## config.mk

```make
export PLATFORM = sky130hd
export DESIGN_NAME = golden_nonce_queue
export DESIGN_NICKNAME = d
export VERILOG_FILES = /design/src/rtl/golden_nonce_pkg.sv /design/src/rtl/gnq_fifo.sv /design/src/rtl/golden_nonce_queue.sv
export SDC_FILE = /design/constraint.sdc
export NUM_CORES = 1
export LEC_CHECK = 0
export ABC_CLOCK_PERIOD_IN_PS = 11180
export CORE_ASPECT_RATIO = 2
export CORE_UTILIZATION = 40
export CTS_CLUSTER_DIAMETER = 30
export DETAILED_ROUTE_END_ITERATION = 12
export DONT_BUFFER_PORTS = 1
export SLEW_MARGIN = 15
export SYNTH_ARGS = -nofsm -noshare
export SYNTH_HDL_FRONTEND = slang
export SYNTH_HIERARCHICAL = 1
export SYNTH_SLANG_ARGS = --single-unit
```

## constraint.sdc

```tcl
create_clock -name clk -period 11.18 [get_ports clk]
set_clock_uncertainty 0.05 [all_clocks]
set_input_delay 1.118 -clock clk [delete_from_list [all_inputs] [get_ports clk]]
set_output_delay 1.118 -clock clk [all_outputs]
set_load 0.02 [all_outputs]
```

## src/rtl/golden_nonce_pkg.sv

```systemverilog
// Shared widths, FSM state type and helpers for golden_nonce_queue.
package golden_nonce_pkg;

   localparam int unsigned NONCE_W = 32;
   localparam int unsigned DROP_W  = 8;

   typedef enum logic [1:0] {
      IDLE,
      WAIT_BUSY,
      WAIT_DONE
   } gnq_state_t;

   // Increment that sticks at all-ones.
   function automatic logic [DROP_W-1:0] sat_inc(input logic [DROP_W-1:0] v);
      return (&v) ? v : v + DROP_W'(1);
   endfunction

endpackage

```

## src/rtl/gnq_fifo.sv

```systemverilog
// Synchronous FIFO for golden nonces: push/pop/flush, level, full/empty, head of registered storage.
module gnq_fifo
   import golden_nonce_pkg::*;
#(
   parameter int unsigned DEPTH_LOG2 = 3
) (
   input  logic                 clk,
   input  logic                 rst_n,
   input  logic                 push,
   input  logic                 pop,
   input  logic                 flush,
   input  logic [NONCE_W-1:0]   wdata,
   output logic [NONCE_W-1:0]   head,
   output logic [DEPTH_LOG2:0]  level,
   output logic                 full,
   output logic                 empty
);

   localparam int unsigned DEPTH = 2 ** DEPTH_LOG2;
   localparam logic [DEPTH_LOG2:0] PTR_ONE = (DEPTH_LOG2 + 1)'(1);

   logic [NONCE_W-1:0]  mem [DEPTH];
   logic [DEPTH_LOG2:0] wr_ptr;
   logic [DEPTH_LOG2:0] rd_ptr;
   logic                do_push;
   logic                do_pop;

   // Extra pointer MSB distinguishes full from empty when the index bits match.
   assign empty   = (wr_ptr == rd_ptr);
   assign full    = (wr_ptr[DEPTH_LOG2] != rd_ptr[DEPTH_LOG2]) &&
                    (wr_ptr[DEPTH_LOG2-1:0] == rd_ptr[DEPTH_LOG2-1:0]);
   assign level   = wr_ptr - rd_ptr;
   assign head    = mem[rd_ptr[DEPTH_LOG2-1:0]];
   assign do_pop  = pop && !empty;
   assign do_push = push && !flush && (!full || do_pop);

   always_ff @(posedge clk) begin
      if (!rst_n) begin
         wr_ptr <= '0;
         rd_ptr <= '0;
      end else if (flush) begin
         rd_ptr <= wr_ptr;
      end else begin
         if (do_push) wr_ptr <= wr_ptr + PTR_ONE;
         if (do_pop)  rd_ptr <= rd_ptr + PTR_ONE;
      end
   end

   always_ff @(posedge clk) begin
      if (do_push) mem[wr_ptr[DEPTH_LOG2-1:0]] <= wdata;
   end

endmodule

```

## src/rtl/golden_nonce_queue.sv

```systemverilog
// Queues golden nonces and hands them one word at a time to serial_transmit via send/busy.
// Optional `define NONCE_DEDUP_EN drops a push equal to the last accepted nonce.
module golden_nonce_queue
   import golden_nonce_pkg::*;
#(
   parameter int unsigned        DEPTH_LOG2        = 3,
   parameter logic [NONCE_W-1:0] NONCE_OFFSET      = '0,
   parameter bit                 FLUSH_ON_NEW_WORK = 1'b1
) (
   input  logic                 clk,
   input  logic                 rst_n,
   input  logic                 nonce_valid,
   input  logic [NONCE_W-1:0]   nonce,
   input  logic                 load_flag,
   input  logic                 tx_busy,
   output logic                 tx_send,
   output logic [NONCE_W-1:0]   tx_word,
   output logic [DEPTH_LOG2:0]  level,
   output logic [DROP_W-1:0]    drop_count
);

   gnq_state_t         state;
   logic               load_prev;
   logic [NONCE_W-1:0] adj;
   logic [NONCE_W-1:0] head;
   logic               full;
   logic               empty;
   logic               flush;
   logic               pop;
   logic               dup;
   logic               push;
   logic               drop;

   assign adj   = nonce - NONCE_OFFSET;
   assign flush = FLUSH_ON_NEW_WORK && (load_flag != load_prev);
   assign pop   = (state == IDLE) && !empty && !tx_busy;
   // A stale nonce in a flush cycle is neither queued nor counted as a drop.
   assign push  = nonce_valid && !flush && !dup && (!full || pop);
   assign drop  = nonce_valid && !flush && !dup && full && !pop;

`ifdef NONCE_DEDUP_EN
   logic [NONCE_W-1:0] last_nonce;
   logic               last_valid;

   assign dup = last_valid && (adj == last_nonce);

   always_ff @(posedge clk) begin
      if (!rst_n || flush) begin
         last_valid <= 1'b0;
      end else if (push) begin
         last_valid <= 1'b1;
         last_nonce <= adj;
      end
   end
`else
   assign dup = 1'b0;
`endif

   gnq_fifo #(
      .DEPTH_LOG2 (DEPTH_LOG2)
   ) u_fifo (
      .clk   (clk),
      .rst_n (rst_n),
      .push  (push),
      .pop   (pop),
      .flush (flush),
      .wdata (adj),
      .head  (head),
      .level (level),
      .full  (full),
      .empty (empty)
   );

   always_ff @(posedge clk) begin
      if (!rst_n) begin
         load_prev  <= load_flag;
         drop_count <= '0;
      end else begin
         load_prev <= load_flag;
         if (drop) drop_count <= sat_inc(drop_count);
      end
   end

   // Handshake FSM; a word already handed over is never disturbed by a flush.
   always_ff @(posedge clk) begin
      if (!rst_n) begin
         state   <= IDLE;
         tx_send <= 1'b0;
         tx_word <= '0;
      end else begin
         tx_send <= 1'b0;
         unique case (state)
            IDLE: begin
               if (pop) begin
                  tx_send <= 1'b1;
                  tx_word <= head;
                  state   <= WAIT_BUSY;
               end
            end
            WAIT_BUSY: if (tx_busy)  state <= WAIT_DONE;
            WAIT_DONE: if (!tx_busy) state <= IDLE;
            default:   state <= IDLE;
         endcase
      end
   end

endmodule

```

==> flow_metrics.py, run 1 <==
metrics = {
    "detailed_routing": {
        "vias": 5699,
        "drc_errors": 18,
        "drtIter0Drc": 361,
        "wl_met3_um": 1560,
        "ant_nets": 0,
        "vias_per_cell": 5.41,
        "wire_per_inst_um": 23.2,
        "wl_um": 24400,
        "wl_met2_um": 13800,
        "first_pass_iters": 10,
        "maxUsedRoutingLayer": "met4",
        "wl_met1_um": 8270,
    },
    "synth": {
        "synth_seq_area_share": 0.728,
        "muxShareOfSynthArea": 0.153,
        "syn_area_um2": 12100,
        "synth-simple-area-share": 0.0453,
        "synth.distinct_cells": 44,
        "synth_top_area_frac": 0.636,
        "synthFlopType": "edfxtp_1",
        "synth.largest_area_cell": "edfxtp_1",
        "synth_compound_area_frac": 0.0351,
        "synthTopCellsByArea": "edfxtp_1, mux4_2, dfxtp_1",
        "ys_ff_latch": 311,
        "synth_top_family_by_area": "multiplexers",
        "syn_inst": 647,
        "ys_warn_count": 6,
        "ys_async_sr_fraction": 0,
        "ys_top_cells_by_count": "edfxtp_1, nand2_1, mux4_2",
        "synth_xor_area_frac": 0.00849,
        "postSynthAreaPerCell_um2": 18.7,
        "synth-edff-count": 256,
        "syn_nets": 691,
        "synthAdderAreaFrac": 0.00787,
        "synth.most_common_cell": "edfxtp_1",
    },
    "status": {
        "violations": "design-rule violations",
        "status": "finished, violations left",
    },
    "timing": {
        "setup_viol": 0,
        "relSlewSlack": 0.313,
        "timing.hold.ws_ns": 0.436,
        "period_share": 0.411,
        "clock.fmax_ghz": 0.218,
        "finalHoldViolCount": 0,
        "tightestPinTransition_ns": 1.03,
        "finalCriticalPeriod_ns": 4.60,
        "slew_violations": 0,
        "rsz0062_at_grt": "false",
        "setup_tns_ns": 0,
    },
    "critical_path": {
        "crit_arrival_ns": 4.69,
        "r2r-start": "u_fifo/wr_ptr[0]",
        "rr_endpoint": "u_fifo/mem[7][30]",
        "crit_path_start_kind": "register",
        "crit_type": "reg -> reg",
        "reg2reg_depth": 10,
        "crit_path_end_kind": "register",
        "crit_start": "u_fifo/wr_ptr[0]",
        "cp.required_ns": 11.28,
        "r2r_slack_ns": 6.58,
        "crit_fanout": 37,
    },
    "clock_network": {
        "cts-resized-gates": 0,
        "clkSinkCount": 311,
        "root_buffer": "clkbuf_16",
        "cts_setup_buffers": 0,
        "cts-buffers-inserted": 36,
        "clock_latency_ns": 0.53,
        "tritoncts": "built",
        "cts_buffer_depth": 3,
        "h-tree-depth": 2,
        "cts_hold_buf": 0,
        "cts.reportedPaths.clkPinSlew_ns": 0.06,
    },
    "final_layout": {
        "syn2layout_area_growth_pct": 13.7,
        "antenna_cells": 0,
        "post-route-util": 0.464,
        "finalNetCount": 706,
        "fin_cells": 1054,
        "drive_gt1_frac": 0.272,
    },
    "floorplan": {
        "die_area_um2": 30900,
        "die_x_um": 125,
        "die_y_um": 248,
        "core-area_um2": 29600,
        "io_pins": 82,
        "initial_core_util": 0.408,
        "rows": 89,
    },
    "global_routing": {
        "gr-usage-all-layers": 0.164,
        "antenna_found_initial": 0,
        "grt_max_degree": 65,
        "grt_pass1_wl_um": 37200,
        "grt_pass1_vias": 6356,
        "grt-ovfl-total": 0,
    },
    "place": {
        "gp_congestion": 0.783,
        "dp.cells": 988,
        "io_buffers": 0,
        "hpwl_um": 14300,
    },
    "job": {
        "max-cap-violations": 0,
    },
    "min_path": {
        "hold_path.class": "reg -> reg",
        "worstHoldPathCells": 1,
        "hold_start": "state[1]",
        "worstHoldEndpoint": "state[0]",
    },
    "power_and_ir_drop": {
        "finalPower_mw": 2.72,
        "powerDensity_nw_per_um2": 198,
        "p_leak_nw": 4.35,
        "ir_drop_mv": 0.102,
    },
}
## final cells by class
type	count	area, um2
fillers	2490	15900
flip-flops and latches	311	8790
multi-input cells	289	3070
clock buffers	39	943
well taps	364	455
clock inverters	27	329
repair buffers	12	90.1
inverters	12	45.0
## cell families after synthesis
family / count (synthesis)
xor+xnor: 10
fa+ha+maj: 7
compound gates: 58
simple gates: 113
buf+inv: 47
flops: 311
mux: 101
## state kept, by name, indices dropped and copies added (netlist names), named ones only
name           flops
state              2
u_fifo/wr_ptr      4
load_prev          1
u_fifo/mem       256
tx_word           32
tx_send            1
u_fifo/rd_ptr      4
drop_count         8
## cells in the final DEF (no fill, tap or decap), drive strengths merged, types with 4 or more instances in the layout
master,n
a21boi,35
a21oi,6
buf,12
bufinv,4
clkbuf,39
clkinv,7
clkinvlp,4
dfxtp,55
edfxtp,256
ha,6
inv,24
mux2,32
mux2i,5
mux4,64
nand2,74
nand3,5
nor2,5
nor4,9
o21ai,8
xnor2,6
xor2,4
## worst max-delay path: stages, from the launching register on
cell and delay, ns:
dfxtp_1 0.53, inv_1 0.24, ha_1 0.37, nand3_1 0.24, nor2_1 0.09, or4_2 0.54
buf_4 0.30, inv_2 0.62, o311ai_4 0.35, nor4_4 0.28, buf_4 0.55
## stage by stage
step                      instance area, um2  worst slack [ns]
after floorplan                        12100              5.02
after global placement                 12500              6.69
after detailed placement               12500              6.62
after CTS                              13700              6.56
after global routing                   13700              6.27
final                                  13700              6.58
## worst max path at each step
stage / cells past startpoint / slack [ns] / endpoint
3_5_place_dp: 10 / 6.62 / u_fifo/mem[7][7]
5_1_grt: 10 / 6.27 / u_fifo/mem[7][30]
3_3_place_gp: 10 / 6.69 / u_fifo/mem[7][7]
2_1_floorplan: 12 / 5.02 / u_fifo/mem[2][0]
6_report: 10 / 6.58 / u_fifo/mem[7][30]
4_1_cts: 10 / 6.56 / u_fifo/mem[7][30]
## power breakdown
| group | switching, mW | leakage, nW | total [mW] | internal [mW] |
|---|---|---|---|---|
| logic | 0.0885 | 0.978 | 0.172 | 0.0834 |
| registers | 0.0434 | 2.76 | 1.32 | 1.28 |
| clock network | 0.498 | 0.612 | 1.23 | 0.727 |
## routing by layer
| layer | up-vias | global-route usage |
|---|---|---|
| met2 | 143 | 0.321 |
| met4 | 0 | 0.0696 |
| met3 | 48 | 0.0468 |
| met5 | - | 0 |
| li1 | 2576 | - |
| met1 | 2932 | 0.157 |
Power figures use the tool's default switching activity.
==> inputs of run 2 (changes only) <==
- ABC_CLOCK_PERIOD_IN_PS: 11180 -> 4400
- clock period: 11.18 -> 4.4 ns (I/O delays scaled with it)
==> run 2 against run 1 <==
  * The flow still finishes with violations (design-rule violations)
  * Worst hold slack got worse by 0.41 ns
  * Clock-buffer cell count fell by 1
  * Largest cell class unchanged
  * Die area unchanged
  * Sequential power grew to 2.6 times the previous value
  * Sequential share of layout area fell by 1.7 points
  * Clock power rose by 140%
  * Critical path type unchanged
  * Cell count grew 3.5%
  * Utilization rose by 1.3 points
==> flow_metrics.py, run 2 (synthesis results as in run 1) <==
metrics = {
    "timing": {
        "rsz0062_at_grt": "false",
        "slew_violations": 0,
        "relSlewSlack": 0.278,
        "setup_tns_ns": 0,
        "clock.fmax_ghz": 0.240,
        "finalHoldViolCount": 0,
        "period_share": 0.949,
        "tightestPinTransition_ns": 1.08,
        "finalCriticalPeriod_ns": 4.17,
        "setup_viol": 0,
        "setup_ws_ns": 0.225,
    },
    "critical_path": {
        "crit_path_end_kind": "register",
        "r2r_slack_ns": 0.23,
        "cp.required_ns": 4.49,
        "crit_path_max_incr_delay_ns": 0.67,
        "crit_fanout": 32,
        "crit_type": "reg -> reg",
        "crit_arrival_ns": 4.27,
        "crit_path_start_kind": "register",
        "cp_cell_sequence": "inv_1, ha_1, nand3_1, nor2_1, or4_2, a21oi_1, o311ai_4, nor4_4, buf_4",
        "cpMaxStageDelayCell": "dfxtp_1",
    },
    "final_layout": {
        "largest_reg_flops": 256,
        "seq_area_um2": 8800,
        "n_fill_cell": 2465,
        "finalNetCount": 744,
        "multi_input_area_um2": 3140,
        "layout_commonest_cell": "edfxtp_1",
        "final_cell_mix": "edfxtp_1, nand2_1, mux4_2, dfxtp_1, clkbuf_16",
        "fin_cells": 1091,
        "fin_area_um2": 14100,
        "syn2layout_area_growth_pct": 16.8,
        "drive_gt1_frac": 0.265,
        "antenna_cells": 0,
    },
    "floorplan": {
        "die_area_um2": 30900,
        "initial_core_util": 0.408,
        "core-area_um2": 29600,
        "die_y_um": 248,
        "rows": 89,
        "die_x_um": 125,
        "io_pins": 82,
    },
    "detailed_routing": {
        "drtIter0Drc": 298,
        "drc_errors": 12,
        "ant_nets": 0,
        "first_pass_iters": 8,
        "vias_per_cell": 5.42,
        "wire_per_inst_um": 22.3,
        "vias": 5910,
        "wl_um": 24400,
    },
    "place": {
        "hpwl_um": 15000,
        "dp.cells": 991,
        "io_buffers": 0,
        "place_ws_ns": 0.257,
        "gp_congestion": 0.736,
        "place_area_um2": 12600,
    },
    "status": {
        "status": "finished, violations left",
        "violations": "design-rule violations",
    },
    "clock_network": {
        "cts.reportedPaths.clkPinSlew_ns": 0.07,
        "cts-resized-gates": 0,
        "root_buffer": "clkbuf_16",
        "clock_latency_ns": 0.52,
        "h-tree-depth": 2,
        "cts-buffers-inserted": 36,
        "clkSinkCount": 311,
        "tritoncts": "built",
        "cts_setup_buffers": 0,
        "cts_buffer_depth": 3,
        "cts_hold_buf": 35,
    },
    "global_routing": {
        "grt_max_degree": 65,
        "grt_pass1_wl_um": 37200,
        "grt-ovfl-total": 0,
        "grt_pass1_vias": 6350,
        "gr-usage-all-layers": 0.162,
        "antenna_found_initial": 1,
    },
    "power_and_ir_drop": {
        "powerDensity_nw_per_um2": 480,
        "ir_drop_mv": 0.193,
        "p_comb_frac": 0.071,
        "sequentialPowerShare": 0.498,
        "switching_power_mw": 1.66,
        "p_leak_nw": 4.49,
        "swShare": 0.245,
        "power_frac_clock": 0.430,
        "p_int_mw": 5.11,
    },
    "job": {
        "max-cap-violations": 0,
    },
    "min_path": {
        "hold_path.class": "in -> reg",
    },
}
-- run 2: path summary, 6_finish.rpt --
kind / depth (start not counted) / endpoint / from
hold reg to reg: 1 / state[0] / state[1]
hold / removal: 2 / u_fifo/wr_ptr[3] / rst_n
setup reg to reg: 9 / u_fifo/mem[5][17] / u_fifo/wr_ptr[0]
setup / recovery: 9 / u_fifo/mem[5][17] / u_fifo/wr_ptr[0]
-- run 2: power by group through the flow --
| stage | clock network (mW) | logic [mW] | registers (mW) |
|---|---|---|---|
| 5_1_grt | 3.09 | 0.525 | 3.39 |
| 3_5_place_dp | 0 | 0.434 | 3.45 |
| 3_3_place_gp | 0 | 0.428 | 3.44 |
| 6_report | 2.91 | 0.484 | 3.38 |
| 4_1_cts | 2.98 | 0.494 | 3.38 |
| 2_1_floorplan | 0 | 0.401 | 3.38 |
-- run 2: per-layer routing --
metal,vias up,global-route usage,routed length [um]
met5,-,0,13
met4,2,0.0656,708
met3,47,0.0306,1110
met2,137,0.307,13500
met1,3063,0.178,9090
li1,2661,-,-
-- run 2: final cells by class --
class / count / area share
Clock inverter: 27 / 0.0180
Clock buffer: 38 / 0.0666
Inverter: 12 / 0.00319
Tap cell: 364 / 0.0323
Timing Repair Buffer: 50 / 0.0337
Sequential cell: 311 / 0.624
Multi-Input combinational cell: 289 / 0.222
-- run 2: critical path: cells and delay by family, from the launching register on --
kind	cells	cell delay [ns]
AND/OR/NAND/NOR	4	1.17
flip-flops	1	0.67
buffers and inverters	2	0.84
adder cells (fa/ha/maj)	1	0.40
AO/OA/AOI/OAI	2	0.64
-- run 2: stage by stage --
step,util,power (mW),hold slack (ns)
floorplan,-,3.78,0.385
global placement,0.424,3.87,0.409
detailed placement,0.424,3.88,0.406
CTS,0.476,6.86,0.00650
global route,0.476,7.00,0.00702
finish,0.476,6.77,0.0280
==> inputs of run 3 (changes only) <==
- GPL_TIMING_DRIVEN: unset -> 0
==> run 3 against run 2 <==
  * The run still ends with design-rule violations left
  * Total power rose by 2.8%
  * Critical path type unchanged
  * Flip-flop and latch count did not move
  * Worst hold slack improved by 0.0073 ns
  * Largest power group unchanged
  * Die area did not move
  * Routed wire length rose by 10%
  * First-iteration DRC count rose by 19%
==> flow_metrics.py, run 3 (synthesis results as in run 1) <==
metrics = {
    "timing": {
        "period_share": 0.938,
        "rsz0062_at_grt": "false",
        "relSlewSlack": 0.438,
        "tightestPinTransition_ns": 0.842,
        "clock.fmax_ghz": 0.242,
        "setup_viol": 0,
        "slew_violations": 0,
        "finalHoldViolCount": 0,
        "finalCriticalPeriod_ns": 4.13,
    },
    "job": {
        "max-cap-violations": 0,
    },
    "place": {
        "io_buffers": 0,
        "place_area_um2": 13000,
        "gp_congestion": 0.726,
        "hpwl_um": 18600,
    },
    "floorplan": {
        "io_pins": 82,
        "die_x_um": 125,
        "rows": 89,
        "core-area_um2": 29600,
        "initial_core_util": 0.408,
        "die_area_um2": 30900,
        "die_y_um": 248,
    },
    "critical_path": {
        "crit_type": "reg -> reg",
        "crit_family": "buffers and inverters",
        "crit_path_max_incr_delay_ns": 0.43,
        "crit_arrival_ns": 4.29,
        "crit_path_end_kind": "register",
        "cp.required_ns": 4.56,
        "crit_path_start_kind": "register",
        "path_common_cell": "buf_6",
        "crit_fanout": 17,
        "path_buf_inv": 9,
        "cp_cell_sequence": "buf_2, clkinvlp_4, ha_1, nand3_2, nor2_1, or4_1, buf_6, inv_2, buf_6, o311ai_4, buf_6, nor4_4, buf_6, buf_6, buf_8",
        "cpMaxStageDelayCell": "or4_1",
    },
    "global_routing": {
        "grt_max_degree": 18,
        "grt_pass1_vias": 6860,
        "grt-ovfl-total": 0,
        "grt_pass1_wl_um": 40800,
        "antenna_found_initial": 0,
        "gr-usage-all-layers": 0.180,
    },
    "power_and_ir_drop": {
        "ir_drop_mv": 0.226,
        "p_leak_nw": 4.79,
        "sequentialPowerShare": 0.478,
        "finalPower_mw": 6.96,
        "p_int_mw": 5.33,
        "power_frac_clock": 0.438,
        "powerDensity_nw_per_um2": 474,
        "switching_power_mw": 1.64,
        "p_comb_frac": 0.084,
        "swShare": 0.235,
    },
    "final_layout": {
        "fin_area_um2": 14700,
        "antenna_cells": 0,
        "largest_reg_flops": 256,
        "finalNetCount": 802,
        "layout_commonest_cell": "edfxtp_1",
        "syn2layout_area_growth_pct": 21.6,
        "final_cell_mix": "edfxtp_1, nand2_1, mux4_2, dfxtp_1, clkbuf_16",
        "n_fill_cell": 2437,
        "drive_gt1_frac": 0.291,
    },
    "detailed_routing": {
        "vias_per_cell": 5.36,
        "ant_nets": 0,
        "vias": 6160,
        "wire_per_inst_um": 23.3,
        "drc_errors": 12,
        "first_pass_iters": 9,
        "drtIter0Drc": 356,
        "wl_um": 26800,
    },
    "clock_network": {
        "cts-buffers-inserted": 36,
        "cts.reportedPaths.clkPinSlew_ns": 0.06,
        "tritoncts": "built",
        "clkSinkCount": 311,
        "root_buffer": "clkbuf_16",
        "clock_latency_ns": 0.52,
        "h-tree-depth": 2,
        "cts_buffer_depth": 3,
    },
    "status": {
        "violations": "design-rule violations",
        "status": "finished, violations left",
    },
    "min_path": {
        "hold_path.class": "in -> reg",
    },
}
[run 3: metrics by stage]
step / util / worst slack (ns) / TNS (ns) / hold slack, ns / std cells
2_1_floorplan: - / -0.549 / -138.80 / 0.385 / 647
3_3_place_gp: 0.425 / -3.20 / -797.80 / 0.398 / 1011
3_5_place_dp: 0.439 / -0.732 / -110.10 / 0.409 / 1041
4_1_cts: 0.495 / 0.0392 / 0 / 0.0202 / 1148
5_1_grt: 0.496 / 0.102 / 0 / 0.0453 / 1150
6_report: 0.496 / 0.272 / 0 / 0.0353 / 1150
[run 3: timing repair]
action                                  in CTS  in global routing
endpoints found under the hold margin      258                  0
resized for setup                            2                  3
hold buffers                                34                  0
buffers inserted                             8                  2
endpoints found under the setup margin     240                 80
pin swaps                                    6                  0
[run 3: worst reg2reg max path: stages (launching register included)]
cell        delay [ns]
dfxtp_1           0.34
buf_2             0.30
clkinvlp_4        0.21
ha_1              0.36
nand3_2           0.16
nor2_1            0.07
or4_1             0.43
buf_6             0.20
inv_2             0.19
buf_6             0.21
o311ai_4          0.17
buf_6             0.22
nor4_4            0.38
buf_6             0.21
buf_6             0.17
buf_8             0.16
[run 3: cell type report]
cell class,instances,area (um2),area share
inverters,12,48.8,0.00332
plain buffers,34,221,0.0151
clock buffers,46,1020,0.0696
well taps,364,455,0.0310
repair buffers,74,783,0.0533
flip-flops and latches,311,8790,0.598
clock inverters,20,228,0.0155
multi-input cells,289,3140,0.214
[run 3: routing by layer]
layer	GRT usage	vias up	routed length, um
met5	0	-	0
met4	0.0717	0	820
met3	0.0328	56	1070
met2	0.359	148	15600
met1	0.182	3181	9340
li1	-	2775	-
[run 3: path summary, 6_finish.rpt]
kind / from / end / slack (ns) / cells past startpoint
hold / removal: tx_busy / state[1] / 0.04 / 1
setup / recovery: u_fifo/wr_ptr[0] / u_fifo/mem[0][0] / 0.27 / 15
hold reg to reg: state[1] / state[0] / 0.43 / 1
setup reg to reg: u_fifo/wr_ptr[0] / u_fifo/mem[0][0] / 0.27 / 15
[run 3: power by group through the flow]
stage                     Clock (mW)  Sequential, mW  Combinational (mW)
after CTS                       3.11            3.33               0.601
after global routing            3.21            3.33               0.643
after detailed placement           0            3.39               0.545
after floorplan                    0            3.38               0.401
final                           3.05            3.33               0.588
after global placement             0            3.39               0.522
